$ cat src/rtl/analyzer_spi_pkg.sv
// Shared definitions for the analyzer SPI master: command codes, header size, FSM states.
// frame_len() gives the number of SCLK bits a command occupies on the wire.
package analyzer_spi_pkg;

   localparam logic [1:0] CODE_DATA    = 2'd0;
   localparam logic [1:0] CODE_START   = 2'd1;
   localparam logic [1:0] CODE_MASK    = 2'd2;
   localparam logic [1:0] CODE_PATTERN = 2'd3;

   localparam int HDR_BITS = 3;

   typedef enum logic [2:0] {
      ST_IDLE,
      ST_LOAD,
      ST_LOW,
      ST_HIGH,
      ST_TAIL
   } spi_state_t;

   // Start frames carry a single flag bit; every other code carries a full data word.
   function automatic int frame_len(input logic [1:0] code, input int data_w);
      return (code == CODE_START) ? (HDR_BITS + 1) : (HDR_BITS + data_w);
   endfunction

endpackage

$ cat src/rtl/analyzer_spi_master_if.sv
// Command handshake, match result and SPI pins of the analyzer SPI master.
// master = the SPI master block itself; slave = the host/sequencer plus the SPI target.
interface analyzer_spi_master_if #(
   parameter int DATA_W = 32
);
   logic              cmd_valid;
   logic              cmd_ready;
   logic [1:0]        cmd_code;
   logic [DATA_W-1:0] cmd_data;
   logic              match_valid;
   logic              match;
   logic              busy;
   logic              SCLK;
   logic              MOSI;
   logic              MISO;
   logic              SS;

   modport master (
      input  cmd_valid, cmd_code, cmd_data, MISO,
      output cmd_ready, match_valid, match, busy, SCLK, MOSI, SS
   );

   modport slave (
      output cmd_valid, cmd_code, cmd_data, MISO,
      input  cmd_ready, match_valid, match, busy, SCLK, MOSI, SS
   );
endinterface

$ cat src/rtl/analyzer_spi_clkgen.sv
// SCLK half-period timer: counts CLK_DIV cycles per phase, toggles SCLK when enabled, flags rise/fall.
// Strobes are combinational and mark the cycle whose closing edge changes SCLK; idle forces SCLK low.
module analyzer_spi_clkgen #(
   parameter int CLK_DIV = 4
) (
   input  logic clk,
   input  logic rst,
   input  logic count,
   input  logic toggle_en,
   output logic sclk,
   output logic half_done,
   output logic half_last,
   output logic rise,
   output logic fall
);
   localparam logic [7:0] RELOAD = 8'(CLK_DIV - 1);

   logic [7:0] cnt;

   // The counter reloads whenever it is not counting, so every phase starts from a full half-period.
   always_ff @(posedge clk) begin
      if (rst || !count) begin
         cnt  <= RELOAD;
         sclk <= 1'b0;
      end else if (cnt == 8'd0) begin
         cnt <= RELOAD;
         if (toggle_en) begin
            sclk <= ~sclk;
         end
      end else begin
         cnt <= cnt - 8'd1;
      end
   end

   assign half_done = count && (cnt == 8'd0);
   assign half_last = count && (cnt == 8'd1);
   assign rise      = half_done && toggle_en && !sclk;
   assign fall      = half_done && toggle_en && sclk;

endmodule

$ cat src/rtl/analyzer_spi_master.sv
// SPI master: one command per frame (3-bit header + payload, MSB first, mode 0), match flag returned for data frames.
// Occupancy 1 + 2*L*CLK_DIV + CLK_DIV cycles; cmd_ready only in IDLE. ANALYZER_SPI_MATCH_CNT_EN adds match_count.
module analyzer_spi_master
   import analyzer_spi_pkg::*;
#(
   parameter int CLK_DIV = 4,
   parameter int DATA_W  = 32
) (
   input  logic CLK,
   input  logic RST,
   analyzer_spi_master_if.master bus
`ifdef ANALYZER_SPI_MATCH_CNT_EN
   ,
   output logic [15:0] match_count
`endif
);
   localparam int FRAME_W = HDR_BITS + DATA_W;

   spi_state_t         state;
   spi_state_t         state_n;
   logic [1:0]         code_q;
   logic [FRAME_W-1:0] sh;
   logic [5:0]         bit_cnt;
   logic               ss_q;
   logic               match_q;
   logic               match_valid_q;

   logic accept;
   logic shift;
   logic finish;
   logic sample;
   logic count;
   logic toggle_en;
   logic sclk;
   logic half_done;
   logic half_last;
   logic rise;
   logic fall;

   assign count     = (state == ST_LOW) || (state == ST_HIGH) || (state == ST_TAIL);
   assign toggle_en = (state == ST_LOW) || (state == ST_HIGH);

   analyzer_spi_clkgen #(.CLK_DIV(CLK_DIV)) u_clkgen (
      .clk       (CLK),
      .rst       (RST),
      .count     (count),
      .toggle_en (toggle_en),
      .sclk      (sclk),
      .half_done (half_done),
      .half_last (half_last),
      .rise      (rise),
      .fall      (fall)
   );

   always_ff @(posedge CLK) begin
      if (RST) begin
         state <= ST_IDLE;
      end else begin
         state <= state_n;
      end
   end

   always_comb begin
      state_n = state;
      accept  = 1'b0;
      shift   = 1'b0;
      finish  = 1'b0;
      sample  = 1'b0;
      unique case (state)
         ST_IDLE: begin
            if (bus.cmd_valid) begin
               accept  = 1'b1;
               state_n = ST_LOAD;
            end
         end
         ST_LOAD: state_n = ST_LOW;
         ST_LOW: begin
            if (rise) begin
               state_n = ST_HIGH;
            end
         end
         ST_HIGH: begin
            if (fall) begin
               if (bit_cnt == 6'd0) begin
                  state_n = ST_TAIL;
               end else begin
                  shift   = 1'b1;
                  state_n = ST_LOW;
               end
            end
         end
         ST_TAIL: begin
            // Registered result lands exactly in the final TAIL cycle.
            sample = half_last && (code_q == CODE_DATA);
            if (half_done) begin
               finish  = 1'b1;
               state_n = ST_IDLE;
            end
         end
         default: state_n = ST_IDLE;
      endcase
   end

   always_ff @(posedge CLK) begin
      if (RST) begin
         code_q        <= CODE_DATA;
         sh            <= '0;
         bit_cnt       <= '0;
         ss_q          <= 1'b0;
         match_q       <= 1'b0;
         match_valid_q <= 1'b0;
      end else begin
         match_valid_q <= sample;
         ss_q          <= (state_n != ST_IDLE);
         if (accept) begin
            code_q  <= bus.cmd_code;
            bit_cnt <= 6'(frame_len(bus.cmd_code, DATA_W) - 1);
            // Frame is left-aligned so MOSI is always the shifter MSB.
            if (bus.cmd_code == CODE_START) begin
               sh <= {1'b0, bus.cmd_code, bus.cmd_data[0], {(FRAME_W-4){1'b0}}};
            end else begin
               sh <= {1'b0, bus.cmd_code, bus.cmd_data};
            end
         end else if (shift) begin
            sh      <= {sh[FRAME_W-2:0], 1'b0};
            bit_cnt <= bit_cnt - 6'd1;
         end else if (finish) begin
            sh <= '0;
         end
         if (sample) begin
            match_q <= bus.MISO;
         end
      end
   end

`ifdef ANALYZER_SPI_MATCH_CNT_EN
   always_ff @(posedge CLK) begin
      if (RST) begin
         match_count <= '0;
      end else if (sample && bus.MISO && (match_count != 16'hFFFF)) begin
         match_count <= match_count + 16'd1;
      end
   end
`endif

   assign bus.cmd_ready   = (state == ST_IDLE);
   assign bus.busy        = (state != ST_IDLE);
   assign bus.SS          = ss_q;
   assign bus.SCLK        = sclk;
   assign bus.MOSI        = sh[FRAME_W-1];
   assign bus.match       = match_q;
   assign bus.match_valid = match_valid_q;

endmodule
$ cat src/flat_wrapper.sv
// flat-port wrapper written by rule: the top's interface ports become plain ports
module analyzer_spi_master_flat import analyzer_spi_pkg::*;
#(
   parameter int CLK_DIV = 4,
   parameter int DATA_W  = 32
)
  (CLK, RST, bus_cmd_valid, bus_cmd_code, bus_cmd_data, bus_MISO, bus_cmd_ready, bus_match_valid, bus_match, bus_busy, bus_SCLK, bus_MOSI, bus_SS);
  analyzer_spi_master_if #(.DATA_W(DATA_W)) bus_i ();
  input  logic CLK;
  input  logic RST;
  input wire logic [$bits(bus_i.cmd_valid)-1:0] bus_cmd_valid;
  input wire logic [$bits(bus_i.cmd_code)-1:0] bus_cmd_code;
  input wire logic [$bits(bus_i.cmd_data)-1:0] bus_cmd_data;
  input wire logic [$bits(bus_i.MISO)-1:0] bus_MISO;
  output wire logic [$bits(bus_i.cmd_ready)-1:0] bus_cmd_ready;
  output wire logic [$bits(bus_i.match_valid)-1:0] bus_match_valid;
  output wire logic [$bits(bus_i.match)-1:0] bus_match;
  output wire logic [$bits(bus_i.busy)-1:0] bus_busy;
  output wire logic [$bits(bus_i.SCLK)-1:0] bus_SCLK;
  output wire logic [$bits(bus_i.MOSI)-1:0] bus_MOSI;
  output wire logic [$bits(bus_i.SS)-1:0] bus_SS;
  assign bus_i.cmd_valid = bus_cmd_valid;
  assign bus_i.cmd_code = bus_cmd_code;
  assign bus_i.cmd_data = bus_cmd_data;
  assign bus_i.MISO = bus_MISO;
  assign bus_cmd_ready = bus_i.cmd_ready;
  assign bus_match_valid = bus_i.match_valid;
  assign bus_match = bus_i.match;
  assign bus_busy = bus_i.busy;
  assign bus_SCLK = bus_i.SCLK;
  assign bus_MOSI = bus_i.MOSI;
  assign bus_SS = bus_i.SS;
  analyzer_spi_master #(.CLK_DIV(CLK_DIV), .DATA_W(DATA_W)) u_core (.CLK(CLK), .RST(RST), .bus(bus_i));
endmodule
$ cat config.mk
export PLATFORM = sky130hd
export DESIGN_NAME = analyzer_spi_master_flat
export DESIGN_NICKNAME = d
export VERILOG_FILES = /design/src/rtl/analyzer_spi_pkg.sv /design/src/rtl/analyzer_spi_master_if.sv /design/src/rtl/analyzer_spi_clkgen.sv /design/src/rtl/analyzer_spi_master.sv /design/src/flat_wrapper.sv
export SDC_FILE = /design/constraint.sdc
export NUM_CORES = 1
export LEC_CHECK = 0
export ABC_AREA = 1
export CORE_ASPECT_RATIO = 0.7
export CORE_MARGIN = 2
export CORE_UTILIZATION = 50
export DETAILED_ROUTE_END_ITERATION = 12
export PLACE_DENSITY = 0.89
export SLEW_MARGIN = 15
export SYNTH_ARGS = -nofsm -noshare
export SYNTH_HDL_FRONTEND = slang
export SYNTH_SLANG_ARGS = --single-unit
$ cat constraint.sdc
create_clock -name CLK -period 1.66 [get_ports CLK]
set_input_delay 0.166 -clock CLK [delete_from_list [all_inputs] [get_ports CLK]]
set_output_delay 0.166 -clock CLK [all_outputs]
set_load 0.05 [all_outputs]
==> results of run 1 <==
==> per-stage QoR <==
stage | total power, µW | util [%] | setup TNS [ns] | instance area (µm²)
after global placement | 2290 | 64.5 | -6.39 | 4090
final | 3810 | 75.9 | -2.84 | 4810
after floorplan | 2050 | - | 0 | 3350
after CTS | 3660 | 71.5 | 0 | 4530
after detailed placement | 2330 | 64.5 | -9.99 | 4090
after global routing | 3930 | 75.9 | -5.90 | 4810
==> kinds of logic after synthesis <==
group           Yosys count
buf+inv                  91
simple gates            326
fa+ha+maj                 4
flops                    58
compound gates           18
xor+xnor                  3
==> worst max-delay path: cells and delay by family, from the launching register on <==
kind / cells / cell delay, ns
and+or+nand+nor: 6 / 0.91
DFF: 1 / 0.35
buffers and inverters: 3 / 0.51
==> area by class of cell <==
| cell class | instances | share of cell area, % |
|---|---|---|
| Multi-Input combinational cell | 352 | 39.2 |
| Clock inverter | 1 | 0.104 |
| Inverter | 64 | 5.15 |
| Timing Repair Buffer | 113 | 24.8 |
| Sequential cell | 58 | 24.3 |
| Clock buffer | 15 | 4.08 |
| Tap cell | 91 | 2.37 |
==> worst min-delay path by stage <==
stage / start / to / slack [ns]
after floorplan: bus_cmd_code[0] / u_core.code_q[0] / 0.33
after global placement: u_core.bus.match / u_core.bus.match / 0.45
after detailed placement: u_core.bus.match / u_core.bus.match / 0.45
after CTS: bus_MISO / u_core.bus.match / 0.42
after global routing: bus_cmd_data[1] / u_core.sh[1] / 0.49
final: bus_MISO / u_core.bus.match / 0.47
==> where the power goes <==
part | switching, µW | internal (µW)
sequential | 64.7 | 1490
combinational | 510 | 398
clock | 601 | 745
total | 1180 | 2630
==> per-layer routing <==
layer  vias up  global-route usage (%)
met5         -                       0
met4         0                    16.5
met3       103                    7.61
met2       326                    46.1
met1      1814                    32.7
li1       1768                       -
==> repair_timing <==
| action | CTS | global route |
|---|---|---|
| pin swaps | 5 | 25 |
| gates cloned | 3 | 5 |
| hold endpoints to repair | 0 | 0 |
| setup endpoints to repair | 34 | 46 |
| gates resized for setup | 16 | 40 |
| setup buffers | 11 | 8 |
==> flip-flops by register name, summed over array words and instances (netlist names), 2 cells and up <==
register,flops
u_core.bit_cnt,6
u_core.code_q,2
u_core.u_clkgen.cnt,8
u_core.sh,35
u_core.state,3
==> synth_stat cells <==
cell type | n | share of area (%)
o21bai_1 | 1 | 0.23
clkbuf_1 | 4 | 0.45
nand2_1 | 132 | 15
nand4_1 | 37 | 6.9
buf_2 | 5 | 0.75
nor3b_1 | 1 | 0.23
buf_4 | 6 | 1.4
nand3_2 | 2 | 0.60
a211oi_1 | 1 | 0.23
inv_2 | 4 | 0.45
o21ai_0 | 4 | 0.60
o21ai_4 | 1 | 0.49
nor3_1 | 3 | 0.45
nor2_1 | 68 | 7.7
buf_6 | 9 | 3.0
ha_1 | 4 | 1.5
nor2_2 | 28 | 5.3
nor3_4 | 1 | 0.49
nand2_4 | 2 | 0.68
nand3_1 | 42 | 6.3
buf_1 | 3 | 0.34
o22ai_1 | 1 | 0.19
nand2_2 | 3 | 0.56
xnor2_1 | 1 | 0.26
inv_1 | 60 | 6.8
nand3_4 | 1 | 0.53
dfxtp_1 | 58 | 35
a21oi_1 | 9 | 1.4
o211ai_1 | 1 | 0.23
nor2_4 | 5 | 1.7
xor2_1 | 2 | 0.53
or2_2 | 1 | 0.19
==> results.py, run 1 <==
metrics = {
    "drt": {
        "highest_layer": "met4",
        "wire_per_inst_um": 18.2,
        "via_per_inst": 5.78,
        "drt_iter0_markers": 542,
        "final_antenna_net_count": 0,
        "drc": 0,
        "wl_um": 12600,
        "num_vias": 4011,
        "wl_met2_um": 5740,
        "first_pass_iters": 6,
        "wl_met3_um": 1360,
        "wl_met1_um": 4600,
    },
    "power": {
        "vdd_drop_max_uv": 407,
        "leakagePower_uw": 0.00227,
        "p_per_area_mw_per_mm2": 792,
    },
    "logic_synthesis": {
        "synthXorXnorAreaFrac_pct": 0.788,
        "yosysSeqAreaShare_pct": 34.8,
        "ys_warn_count": 0,
        "syn_inst": 500,
        "synth_fa_ha_area_share_pct": 1.50,
        "synth_cell_type_count": 32,
        "yosys.area_share.simple_pct": 46.4,
        "syn-num-nets": 542,
        "muxShareOfSynthArea_pct": 0,
        "synth-seq-cells": 58,
        "synth_compound_area_share_pct": 3.30,
        "synth_top_family_by_area": "simple AND/OR/NAND/NOR gates",
        "synth.cell_area_mm2": 0.00333,
        "synth_area_per_cell_um2": 6.67,
    },
    "worst_setup_path": {
        "critPathMaxFanout": 6,
        "setup.worst_path.class": "flop to flop",
        "r2r-end": "u_core.sh[27]",
        "critPathRequiredTime_ns": 1.94,
        "reg2reg_slack_ns": -0.20,
        "arrival_ns": 2.14,
        "worst_path_largest_cell_delay_ns": 0.35,
        "crit_end": "u_core.sh[27]",
        "reg2reg_from": "u_core.state[2]",
        "rr_worst_depth": 9,
        "crit_start": "u_core.state[2]",
        "crit_slowest_cell": "dfxtp_1",
        "startpoint_type": "flop",
        "end_kind": "flop",
        "crit_chain": "inv_2 -> nand2_2 -> buf_4 -> nor3_4 -> nand3_4 -> clkbuf_16 -> nand4_1 -> nand2_1 -> nor2_2",
    },
    "clock_tree": {
        "clk_latency_ns": 0.36,
        "htreeDepth": 3,
        "clk_pin_slew_ns": 0.07,
        "cts_tree": "built",
        "cts_buffers": 9,
        "root_buffer": "clkbuf_8",
        "cts_hold_buffers": 0,
        "clock_sinks": 58,
        "clk_path_buf_depth": 2,
    },
    "worst_hold_path": {
        "min_path_type": "input pin to flop",
        "hold_path_depth": 3,
    },
    "floorplan": {
        "core_area_mm2": 0.00634,
        "start_util_pct": 52.6,
        "die_h_um": 72.3,
        "fp.dieW_um": 102,
        "placementRows": 24,
        "die_area_mm2": 0.00735,
        "io_pins": 45,
    },
    "sta": {
        "fin_crit_ns": 1.86,
        "worst_pin_slew_ns": 0.498,
        "drv_slew": 0,
        "hold_viol_final": 0,
        "setup_ws_ns": -0.202,
        "max_freq_ghz": 0.537,
        "whs_ns": 0.466,
        "period_share_pct": 112,
        "slew_headroom_pct": 66.7,
        "finalSetupViolations": 38,
        "rsz0062_at_grt": "yes",
        "finClkSkew_ns": 0.0101,
    },
    "place": {
        "port_buffers": 44,
        "hpwl_um": 5790,
        "dp.cells": 653,
        "gp_congestion": 0.844,
        "post-place-ws_ns": -0.351,
    },
    "run_status": {
        "violations": "negative setup slack",
        "status": "complete, but fails checks",
    },
    "final_layout": {
        "seqCellArea_mm2": 0.00117,
        "area_growth_pct": 44.3,
        "final_cells": 694,
        "nFillCells": 396,
        "diodes": 0,
        "final_cell_mix": "nand2_1, nor2_1, inv_1, dfxtp_1, buf_4",
        "finish.net_count": 640,
        "drive_gt1_share_pct": 28.7,
        "multiInputGateArea_mm2": 0.00189,
        "layout_commonest_cell": "nand2_1",
    },
    "global_route": {
        "overflow": 0,
        "grt_pass1_wl_um": 16000,
        "grt_usage_pct": 28.0,
        "antenna_found_initial": 0,
        "grt_pass1_vias": 3504,
        "grt_max_degree": 36,
    },
    "run": {
        "maxCapViolations": 0,
    },
}
(Power assumes the default switching activity.)
==> run 2, diff against run 1 <==
CAP_MARGIN = 5   (was not set)
==> results of run 2 <==
The final DEF is identical to that of run 1; final timing and power are the same.
==> run 3, diff against run 2 <==
SLEW_MARGIN = not set   (was 15)
TNS_END_PERCENT = 30   (was not set)
==> run 3 against run 2 <==
The flow still finishes with violations (negative setup slack); clock power fell by 3%; cell area shrank 3.3%; combinational power fell by 4.5%; wire length is 18% lower; via count fell by 7.2%; register-to-register slack better by 0.07 ns; clock-buffer cell count unchanged; critical path depth up 3; die area did not move; worst hold slack lost 0.053 ns; non-clock buffer count decreased by 6; clock skew decreased by 0.0020 ns.
==> results.py, run 3 (synthesis gave the netlist of run 1 again) <==
metrics = {
    "run_status": {
        "violations": "negative setup slack",
        "status": "complete, but fails checks",
    },
    "run": {
        "maxCapViolations": 0,
    },
    "final_layout": {
        "final_core_util_pct": 73.4,
        "diodes": 0,
        "largest_register": "u_core.sh",
        "area_growth_pct": 39.6,
        "final_cell_mix": "nand2_1, nor2_1, inv_1, dfxtp_1, buf_4",
        "reg_top3": "u_core.sh x35, u_core.u_clkgen.cnt x8, u_core.bit_cnt x6",
        "layout_commonest_cell": "nand2_1",
        "nFillCells": 419,
        "drive_gt1_share_pct": 26.8,
        "largest_register_ffs": 35,
        "final_cells": 688,
        "finish.net_count": 634,
    },
    "floorplan": {
        "die_h_um": 72.3,
        "fp.dieW_um": 102,
        "placementRows": 24,
        "die_area_mm2": 0.00735,
        "core_area_mm2": 0.00634,
        "io_pins": 45,
        "start_util_pct": 52.6,
    },
    "worst_setup_path": {
        "cp_top_family": "simple AND/OR/NAND/NOR gates",
        "critPathRequiredTime_ns": 1.93,
        "startpoint_type": "flop",
        "end_kind": "flop",
        "cp_num_buf_inv": 3,
        "worst_path_largest_cell_delay_ns": 0.33,
        "reg2reg_from": "u_core.u_clkgen.cnt[1]",
        "critPathMaxFanout": 17,
        "setup.worst_path.class": "flop to flop",
        "crit_top_cell": "nor2_4",
        "crit_start": "u_core.u_clkgen.cnt[1]",
        "crit_slowest_cell": "dfxtp_2",
        "crit_chain": "inv_2 -> ha_4 -> nand2_4 -> nor2_4 -> buf_6 -> nand3_4 -> nor2_4 -> buf_12 -> nand3_1 -> nand2_1 -> nor2_2 -> nor2_1",
        "arrival_ns": 2.06,
    },
    "clock_tree": {
        "cts_buffers": 9,
        "clock_sinks": 58,
        "clk_path_buf_depth": 2,
        "clk_latency_ns": 0.34,
        "root_buffer": "clkbuf_8",
        "clk_pin_slew_ns": 0.07,
        "cts_hold_buffers": 0,
        "htreeDepth": 3,
        "cts_tree": "built",
    },
    "sta": {
        "finalSetupViolations": 15,
        "max_freq_ghz": 0.557,
        "hold_viol_final": 0,
        "slew_headroom_pct": 66.4,
        "setup_ws_ns": -0.135,
        "rsz0062_at_grt": "yes",
        "worst_pin_slew_ns": 0.502,
        "period_share_pct": 108,
        "finClkSkew_ns": 0.00814,
        "fin_setup_tns_ns": -0.750,
        "drv_slew": 0,
        "fin_crit_ns": 1.80,
    },
    "global_route": {
        "grt_pass1_wl_um": 15300,
        "grt_usage_pct": 26.6,
        "grt_max_degree": 36,
        "grt_pass1_vias": 3382,
        "overflow": 0,
        "antenna_found_initial": 0,
    },
    "power": {
        "p_per_area_mw_per_mm2": 801,
        "vdd_drop_max_uv": 448,
        "leakagePower_uw": 0.00219,
        "power_uw": 3730,
    },
    "place": {
        "gp_congestion": 0.844,
        "dp.cells": 653,
        "hpwl_um": 5790,
        "port_buffers": 44,
    },
    "drt": {
        "final_antenna_net_count": 0,
        "drc": 0,
        "drt_iter0_markers": 410,
        "via_per_inst": 5.41,
        "wire_per_inst_um": 15.0,
        "first_pass_iters": 8,
        "wl_um": 10300,
        "num_vias": 3722,
    },
    "worst_hold_path": {
        "min_path_type": "input pin to flop",
        "holdCritStartpoint": "bus_MISO",
    },
}
[run 3: through the flow]
step	worst slack, ns	instance area, µm²	hold slack [ns]
after CTS	-0.0245	4490	0.418
after floorplan	0.0350	3350	0.331
final	-0.135	4650	0.413
after detailed placement	-0.351	4090	0.451
after global placement	-0.228	4090	0.447
after global routing	-0.260	4650	0.482
[run 3: final cells by class]
class | instances | area [µm²] | area share (%)
Multi-Input combinational cell | 352 | 1870 | 40.1
Sequential cell | 58 | 1160 | 25.0
Timing Repair Buffer | 107 | 1060 | 22.8
Inverter | 64 | 243 | 5.22
Clock buffer | 15 | 196 | 4.22
Tap cell | 91 | 114 | 2.45
Clock inverter | 1 | 5.00 | 0.108
[run 3: per-layer routing]
layer | track usage (%) | vias up | wire (µm)
li1 | - | 1755 | -
met1 | 32.0 | 1698 | 4060
met2 | 45.3 | 229 | 4990
met3 | 6.84 | 40 | 985
met4 | 11.0 | 0 | 304
met5 | 0 | - | 0
[run 3: worst paths after layout]
kind / to / slack (ns) / cells after the start
min: u_core.bus.match / 0.41 / 3
max reg2reg: u_core.sh[28] / -0.14 / 12
min reg2reg: u_core.bus.match / 0.46 / 2
max: u_core.sh[28] / -0.14 / 12
[run 3: worst reg2reg max path: stages (launching register included)]
cell,delay (ns)
dfxtp_2,0.33
inv_2,0.07
ha_4,0.14
nand2_4,0.05
nor2_4,0.13
buf_6,0.12
nand3_4,0.06
nor2_4,0.21
buf_12,0.19
nand3_1,0.10
nand2_1,0.12
nor2_2,0.05
nor2_1,0.14
[run 3: what timing repair did]
action,4_1_cts,5_1_grt
pin swaps,5,26
endpoints found under the setup margin,34,42
gates resized for setup,18,31
gates cloned,3,1
setup buffers,9,8
[run 3: report_power, final]
part | total [µW] | internal [µW] | switching, µW
Clock | 1310 | 745 | 562
Combinational | 867 | 394 | 474
Sequential | 1550 | 1490 | 62.3
Total | 3730 | 2630 | 1100
